==> config.mk <==
export PLATFORM = sky130hd
export DESIGN_NAME = instr_decode_seq_flat
export DESIGN_NICKNAME = d
export VERILOG_FILES = /design/src/rtl/instr_decode_seq_if.sv /design/src/rtl/instr_decode_seq.sv /design/src/flat_wrapper.sv
export SDC_FILE = /design/constraint.sdc
export NUM_CORES = 1
export LEC_CHECK = 0
export CAP_MARGIN = 20
export CORE_AREA = 5 5 65 67
export CTS_BUF_LIST = sky130_fd_sc_hd__clkbuf_4
export CTS_CLUSTER_DIAMETER = 120
export CTS_CLUSTER_SIZE = 24
export DETAILED_ROUTE_END_ITERATION = 8
export DIE_AREA = 0 0 70 72
export DONT_BUFFER_PORTS = 1
export GPL_TIMING_DRIVEN = 0
export PLACE_DENSITY = 0.68
export SYNTH_ARGS = -nofsm -noshare
export SYNTH_HDL_FRONTEND = slang
export SYNTH_SLANG_ARGS = --single-unit
==> constraint.sdc <==
create_clock -name clk -period 1.8 [get_ports clk]
set_clock_uncertainty 0.15 [all_clocks]
set_input_delay 0.18 -clock clk [delete_from_list [all_inputs] [get_ports clk]]
set_output_delay 0.18 -clock clk [all_outputs]
set_load 0.01 [all_outputs]
==> src/rtl/instr_decode_seq_if.sv <==
// Program-memory fetch bus for instr_decode_seq.
// master: the sequencer (drives PC/InstrReq); slave: the program memory.
interface instr_decode_seq_if #(
  parameter int unsigned PC_W = 8
);
  logic [PC_W-1:0] PC;
  logic            InstrReq;
  logic            InstrValid;
  logic [7:0]      Instr;

  modport master (output PC, output InstrReq, input InstrValid, input Instr);
  modport slave  (input PC, input InstrReq, output InstrValid, output Instr);
endinterface

==> src/rtl/instr_decode_seq.sv <==
// Fetch/decode sequencer for the 8-bit uProcessor.
// Fetches one- or two-byte instructions over the request/valid bus, latches
// them, and issues a one-cycle EXEC pulse carrying register-file, accumulator
// and ALU controls. Owns the program counter.
// Optional build macro IDSEQ_ILLEGAL_TRAP_EN: adds a Trap output; opcodes
// 0xB-0xE then halt the core with Trap set instead of executing as NOP.
module instr_decode_seq #(
  parameter int unsigned PC_W = 8
) (
  input  logic                clk,
  input  logic                nReset,
  instr_decode_seq_if.master  bus,
  input  logic                ZeroFlag,
  output logic [3:0]          RegNum,
  output logic                RegCE,
  output logic                AccCE,
  output logic [1:0]          AccSrc,
  output logic [2:0]          AluOp,
  output logic [7:0]          Imm,
  output logic                Halted
`ifdef IDSEQ_ILLEGAL_TRAP_EN
  ,
  output logic                Trap
`endif
);

  typedef enum logic [1:0] {
    FETCH = 2'd0,
    IMM   = 2'd1,
    EXEC  = 2'd2,
    HALT  = 2'd3
  } state_t;

  state_t          state, state_n;
  logic [PC_W-1:0] pc, pc_n;
  // IR[3:2] carries no information, so only opcode and register index are kept.
  logic [3:0]      opc, opc_n;
  logic [1:0]      rix, rix_n;
  logic [7:0]      imm, imm_n;
  logic [PC_W-1:0] imm_pc;
  logic            req;
`ifdef IDSEQ_ILLEGAL_TRAP_EN
  logic            trap, trap_n;
`endif

  // Cast zero-extends for wide PCs and truncates to the LSBs for narrow ones.
  assign imm_pc = PC_W'(imm);

  // State, PC, instruction and immediate registers with synchronous reset.
  always_ff @(posedge clk) begin
    if (!nReset) begin
      state <= FETCH;
      pc    <= '0;
      opc   <= '0;
      rix   <= '0;
      imm   <= '0;
`ifdef IDSEQ_ILLEGAL_TRAP_EN
      trap  <= 1'b0;
`endif
    end else begin
      state <= state_n;
      pc    <= pc_n;
      opc   <= opc_n;
      rix   <= rix_n;
      imm   <= imm_n;
`ifdef IDSEQ_ILLEGAL_TRAP_EN
      trap  <= trap_n;
`endif
    end
  end

  // Next-state, fetch handshake and EXEC-cycle decode.
  always_comb begin
    state_n = state;
    pc_n    = pc;
    opc_n   = opc;
    rix_n   = rix;
    imm_n   = imm;
`ifdef IDSEQ_ILLEGAL_TRAP_EN
    trap_n  = trap;
`endif
    req     = 1'b0;
    RegNum  = '0;
    RegCE   = 1'b0;
    AccCE   = 1'b0;
    AccSrc  = 2'b00;
    AluOp   = 3'd0;

    case (state)
      FETCH: begin
        req = 1'b1;
        if (bus.InstrValid) begin
          opc_n = bus.Instr[7:4];
          rix_n = bus.Instr[1:0];
          pc_n  = pc + PC_W'(1);
          if (bus.Instr[7:4] == 4'h8 || bus.Instr[7:4] == 4'h9 ||
              bus.Instr[7:4] == 4'hA)
            state_n = IMM;
          else
            state_n = EXEC;
        end
      end
      IMM: begin
        req = 1'b1;
        if (bus.InstrValid) begin
          imm_n   = bus.Instr;
          pc_n    = pc + PC_W'(1);
          state_n = EXEC;
        end
      end
      EXEC: begin
        state_n = FETCH;
        if (opc >= 4'h1 && opc <= 4'h7)
          RegNum = 4'b0001 << rix;
        case (opc)
          4'h1: RegCE = 1'b1;
          4'h2: begin
            AccCE  = 1'b1;
            AccSrc = 2'b01;
          end
          4'h3, 4'h4, 4'h5, 4'h6, 4'h7: begin
            AccCE  = 1'b1;
            AccSrc = 2'b00;
            AluOp  = 3'(opc - 4'd3);
          end
          4'h8: begin
            AccCE  = 1'b1;
            AccSrc = 2'b10;
          end
          4'h9: pc_n = imm_pc;
          4'hA: if (ZeroFlag) pc_n = imm_pc;
          4'hF: state_n = HALT;
          4'hB, 4'hC, 4'hD, 4'hE: begin
`ifdef IDSEQ_ILLEGAL_TRAP_EN
            trap_n  = 1'b1;
            state_n = HALT;
`else
            state_n = FETCH;
`endif
          end
          default: ;
        endcase
      end
      HALT: ;
      default: state_n = FETCH;
    endcase
  end

  assign bus.PC       = pc;
  assign bus.InstrReq = req;
  assign Imm          = imm;
  assign Halted       = (state == HALT);
`ifdef IDSEQ_ILLEGAL_TRAP_EN
  assign Trap         = trap;
`endif

endmodule

==> src/flat_wrapper.sv <==
// flat-port wrapper written by rule: the top's interface ports become plain ports
module instr_decode_seq_flat 
#(
  parameter int unsigned PC_W = 8
)
  (clk, nReset, ZeroFlag, RegNum, RegCE, AccCE, AccSrc, AluOp, Imm, Halted, bus_PC, bus_InstrReq, bus_InstrValid, bus_Instr);
  instr_decode_seq_if #(.PC_W(PC_W)) bus_i ();
  input  logic clk;
  input  logic nReset;
  input  logic ZeroFlag;
  output logic [3:0] RegNum;
  output logic RegCE;
  output logic AccCE;
  output logic [1:0] AccSrc;
  output logic [2:0] AluOp;
  output logic [7:0] Imm;
  output logic Halted;
  output wire logic [$bits(bus_i.PC)-1:0] bus_PC;
  output wire logic [$bits(bus_i.InstrReq)-1:0] bus_InstrReq;
  input wire logic [$bits(bus_i.InstrValid)-1:0] bus_InstrValid;
  input wire logic [$bits(bus_i.Instr)-1:0] bus_Instr;
  assign bus_PC = bus_i.PC;
  assign bus_InstrReq = bus_i.InstrReq;
  assign bus_i.InstrValid = bus_InstrValid;
  assign bus_i.Instr = bus_Instr;
  instr_decode_seq #(.PC_W(PC_W)) u_core (.clk(clk), .nReset(nReset), .bus(bus_i), .ZeroFlag(ZeroFlag), .RegNum(RegNum), .RegCE(RegCE), .AccCE(AccCE), .AccSrc(AccSrc), .AluOp(AluOp), .Imm(Imm), .Halted(Halted));
endmodule
# After elaboration in Yosys (flattened, before gate mapping)
# Cells that the tools add are included.
[totals] regBits=24 output_inout_bits=29 elab_cells=65
[classes] n_addsub=2 magnitude_cmp=2 n_eq_ne=22 shifts=1 muxes=20 reduce_logical=13
[ops] cell="one-hot mux 8 bit (2 select lines)" count=2
[ops] cell="equality test 4 bit, second input constant" count=7
[ops] cell="equality test 4 x 3 -> 1 bit, second input constant" count=4
[ops] cell="two-way mux 8 bit" count=2
[ops] cell="two-way mux 2 bit" count=5
[ops] cell="adder 8 x 1 -> 8 bit, second input constant" count=1
[ops] cell="equality test 4 x 2 -> 1 bit, second input constant" count=2
[ops] cell="two-way mux 4 bit" count=2
[ops] cell="OR reduction 7 bit" count=1
[ops] cell="two-way mux 3 bit" count=2
[ops] cell="one-hot mux 2 bit (3 select lines)" count=1
[ops] cell="two-way mux 1 bit" count=5
[ops] cell="OR reduction 5 bit" count=1
[ops] cell="equality test 2 bit, second input constant" count=2
[ops] cell="equality test 4 x 1 -> 1 bit, second input constant" count=1
[ops] cell="greater-or-equal comparator 4 x 1 -> 1 bit, second input constant" count=1
[ops] cell="less-or-equal comparator 4 x 3 -> 1 bit, second input constant" count=1
[ops] cell="inequality test 2 bit, second input constant" count=2
[ops] cell="one-hot mux 2 bit (2 select lines)" count=1
[ops] cell="AND reduction 2 bit" count=2
[ops] cell="AND reduction 4 bit" count=1
[ops] cell="<< shifter 1 x 2 -> 4 bit, first input constant" count=1
[ops] cell="inequality test 3 x 2 -> 1 bit, second input constant" count=1
[ops] cell="inequality test 3 bit, second input constant" count=1
[ops] cell="10 further kinds" count=11

# Depth between registers and ports, before layout
[logic_depth] depth_word=6 depth_mapped=7 mapped_depth_nobuf=6

# Worst setup path after synthesis
# OpenSTA, ideal clock, no wires.
[synth_path] path_type="reg-to-reg" from="reg u_core.opc[0]" to="reg u_core.pc[0] (netlist: u_core.bus.PC[0])" setup_time_ns=0.119 t_arrival_ns=1.659 slack_ns=-0.128 path_stages_with_launch=8 n_path_buf=1 period_less_slack_ns=1.928 cell_sequence="dfxtp_1 -> inv_1 -> ha_1 -> mux2i_1 -> o31a_1 -> or2_0 -> buf_2 -> o221a_1"
[synth_between] elab_chain_cells=3
[synth_lines] item="from (decl)" line="instr_decode_seq.sv:37" text="logic [3:0] opc, opc_n;"
[synth_lines] item="from (signal assigned)" line="instr_decode_seq.sv:63" text="opc <= opc_n;"
[synth_lines] item="equality test 4 bit" line="instr_decode_seq.sv:115" text="case (opc)"
[synth_lines] item="one-hot mux 8 bit (2 select lines) (tied with other cells)" line="instr_decode_seq.sv:115"
[synth_lines] item="one-hot mux 8 bit (2 select lines) / AND reduction 4 bit (equally long branches)"
[synth_lines] item="to (signal assigned)" line="instr_decode_seq.sv:62" text="pc <= pc_n;"
[synth_lines] item="to (decl)" line="instr_decode_seq.sv:35" text="logic [PC_W-1:0] pc, pc_n;"
# Parallel ways exist; a longest one is shown, timed or not.
# A chain may end at the register's enable or synchronous reset.

# Worst setup path in the final report
[layout_path] from="reg u_core.opc[0]" to="out AccCE"
[layout_between] elab_chain_cells=4
[layout_lines] item="equality test 4 x 2 -> 1 bit (tied with other cells)" line="instr_decode_seq.sv:115"
[layout_lines] item="OR reduction 7 bit (no source line) *"
[layout_lines] item="two-way mux 1 bit *" line="instr_decode_seq.sv:115"
[layout_lines] item="two-way mux 1 bit *" line="instr_decode_seq.sv:89" text="case (state)"
[layout_lines] item="to (decl)" line="flat_wrapper.sv:13" text="output logic AccCE;"
# Mark *: on every way between the ends. The rest lies on a longest branch, timed or not.

==> metrics.cfg <==
[floorplan]
start_util = 0.395
die_y_um = 72
rows = 22
core_area_sq_mm = 0.00358
die_outline_area_sq_mm = 0.00504
top_level_ports = 41
chipWidth_um = 70

[placement]
place.detailed.instances = 227
detailedPlacementHpwl_mm = 2.69
gp_routability_congestion = 0.784
placed_cell_area_sq_mm = 0.00149
port_buffers = 0

[detailed_routing]
totalWireLength_mm = 4.21
num_vias = 1415
postRouteAntennaNets = 0
route.detailed.drc = 0
route.detailed.vias_per_inst = 5.68
drt-wirelength-per-cell_um = 16.9
drt-initial-drc-count = 95
router_iterations_before_antenna_repair = 4

[yosys]
dominantRegCellSynth = sky130_fd_sc_hd__dfxtp_1
netlist.area_leader.share = 0.340
synth_edf_count = 0
synthesis.area_per_instance_sq_um = 7.89
synth.distinct_cells = 37
synth-async-reset-ratio = 0
ys_seq_area_frac = 0.340
synth_seq_cells = 24
mappedNetlistArea_sq_mm = 0.00141
number_of_instances_in_the_synthesized_netlist = 179
synthesis.nets = 202
yosys.cell_count.top_type = sky130_fd_sc_hd__nand2_1
yosys.area.top_type = sky130_fd_sc_hd__dfxtp_1
synth-warning-count = 0
synthTopCellsByArea = sky130_fd_sc_hd__dfxtp_1, sky130_fd_sc_hd__ha_1, sky130_fd_sc_hd__a21oi_1
post_synth_most_frequent_cells = sky130_fd_sc_hd__nand2_1, sky130_fd_sc_hd__dfxtp_1, sky130_fd_sc_hd__a21oi_1, sky130_fd_sc_hd__nand3_1

[cts]
cts_made_buffers = 3
ctsRootBufferMaster = sky130_fd_sc_hd__clkbuf_4
tritoncts = yes
clkLatencyLatePin_ps = 320
htree_levels = 1
cts_buffer_depth = 2
cts_sinks = 24
clock_slew_seen_by_the_registers_of_the_worst_setup_and_hold_paths_ps = 140

[critical_path]
worst-endpoint-required_ps = 1470
crit_fanout = 6
worst_setup_path_startpoint = u_core.opc[0]
critical_path_cell_list = ha_1, nor4_4, nand2_1, o21a_1, o311a_1
crit_path_end_kind = output pin
max_stage_delay_ps = 400
critical-path-top-delay-family = compound AO/OA/AOI/OAI gates
criticalPathCategory = reg -> out
cp.buffers_inverters = 0
cp-start-kind = register
worstReg2RegStart = u_core.opc[0]
critPathSlowestCell = sky130_fd_sc_hd__dfxtp_4
worst-endpoint-arrival_ps = 1830
depth_of_the_worst_register_to_register_path = 8
timing.critical_path.depth = 5

[sta]
timing.final.max_slew_violations = 0
maxClockFrequency_mhz = 464
timing_worst_slew_pin_value_ps = 709
finalHoldViolCount = 0
grt_setup_unrepaired = true
timing.final.crit_share = 1.20
timing.final.ws_setup_ps = -356
worst_slew_margin_rel = 0.528
setup_viol = 17
timing.final.crit_period_ps = 2160

[power_and_ir_drop]
switching_share = 0.371
leakagePower_nw = 0.687
pwr-share-seq = 0.457
p_int_mw = 0.868
power.density_cell_area_mw_per_mm2 = 715
power_frac_comb = 0.346
p_sw_mw = 0.512
ir_drop_uv = 324
power_frac_clock = 0.198

[grt]
grt_first_pass_wirelength_mm = 6.71
vias_in_the_first_global_route = 1356
grt_max_degree = 14
met1_usage = 0.200
globalRouteMet2Util = 0.273
grt_antenna_before_repair = 0
use_met3 = 0.0512
global_route.overflow_total = 0
grt_use_total = 0.161
busiest_layer = met2

[run]
maxCapViolations = 0

[final_layout]
synthToLayoutAreaGrowth_pct = 36.6
stdcell_area_sq_mm = 0.00193
finish.net_count = 225
final_util = 0.539
layoutNonFillerInstCount = 249
antennaDiodeCount = 0
share_of_post_route_cells_with_drive_strength_above_1 = 0.284

[run_status]
violations = negative setup slack
run_status = complete, but fails checks

[worst_hold_path]
holdCritStartpoint = bus_InstrValid
min_delay_path_depth = 3
class_of_the_most_critical_hold_timing_path = in -> reg

registers in the layout, indices dropped and copies added (netlist names):
signal / cells
u_core.Imm: 8
u_core.bus.PC: 8
u_core.opc: 4
u_core.rix: 2
u_core.state: 2
routing by layer:
metal	routed length (um)	vias up	share of wire
met3	267	4	0.063
met2	2060	42	0.49
met4	29	0	0.0069
met5	0	-	0
met1	1850	674	0.44
li1	-	695	-
power groups by stage:
stage / combinational (mW) / clock (mW) / sequential [mW]
after floorplan: 0.240 / 0 / 0.621
after global placement: 0.299 / 0 / 0.634
after detailed placement: 0.299 / 0 / 0.635
after CTS: 0.410 / 0.276 / 0.626
after global routing: 0.520 / 0.307 / 0.638
final: 0.477 / 0.273 / 0.630
worst reg2reg max path, cell delays in order, from the launching register on:
cell and delay [ps]:
sky130_fd_sc_hd__dfxtp_4 420, sky130_fd_sc_hd__inv_4 50, sky130_fd_sc_hd__ha_4 160, sky130_fd_sc_hd__buf_4 130, sky130_fd_sc_hd__mux2i_1 120, sky130_fd_sc_hd__o31a_1 280, sky130_fd_sc_hd__or2_0 230, sky130_fd_sc_hd__buf_6 150
sky130_fd_sc_hd__o221a_1 200
cell type report:
cell class / instances / area [sq um]
fill: 343 / 1650
multi-input combinational: 137 / 1080
sequential: 24 / 495
timing repair buffer: 20 / 183
tap: 48 / 60.1
buffer: 10 / 55.1
clock buffer: 4 / 30.0
inverter: 6 / 27.5
logic make-up (layout without fill, tap and decap cells):
kind of cell,after synthesis,count (layout),synth area share
AND/OR/NAND/NOR,76,76,0.268
adder cells (fa/ha/maj),11,11,0.0974
flip-flops,24,24,0.340
multiplexers,3,3,0.0213
buffers and inverters,18,40,0.0496
AO/OA/AOI/OAI,47,47,0.223
layout by cell type (no fill, tap or decap), types with 4 or more instances in the layout:
cell / netlist / routed
sky130_fd_sc_hd__a21oi_1: 21 / 21
sky130_fd_sc_hd__buf_4: 0 / 10
sky130_fd_sc_hd__clkbuf_4: 0 / 5
sky130_fd_sc_hd__dfxtp_1: 24 / 20
sky130_fd_sc_hd__dfxtp_4: 0 / 4
sky130_fd_sc_hd__dlygate4sd3_1: 0 / 8
sky130_fd_sc_hd__ha_1: 11 / 7
sky130_fd_sc_hd__nand2_1: 27 / 27
sky130_fd_sc_hd__nand3_1: 14 / 14
sky130_fd_sc_hd__nor2_1: 11 / 8
sky130_fd_sc_hd__o311ai_4: 0 / 5
sky130_fd_sc_hd__o31ai_2: 0 / 4
through the flow:
stage               TNS (ps)  setup WS (ps)  hold slack (ps)  power [mW]
floorplan              -50.4          -50.4              159       0.861
global placement       -3250           -317              174       0.933
detailed placement     -3200           -314              175       0.934
CTS                    -1830           -301             38.0        1.31
global route           -4190           -446             40.2        1.47
finish                 -2580           -356             43.0        1.38
repair_timing:
action	4_1_cts	5_1_grt
buffers inserted	7	4
resized for setup	41	23
endpoints found under the hold margin	23	0
gates cloned	0	0
pin swaps	14	5
setup endpoints to repair	21	21
hold buffers	9	0
path summary, 6_finish.rpt:
| path | end | slack (ps) |
|---|---|---|
| setup / recovery | AccCE | -360 |
| hold / removal | u_core.Imm[3] | 40 |
| setup reg to reg | u_core.bus.PC[0] | -180 |
| hold reg to reg | u_core.opc[1] | 370 |
Power figures use the tool's default switching activity.
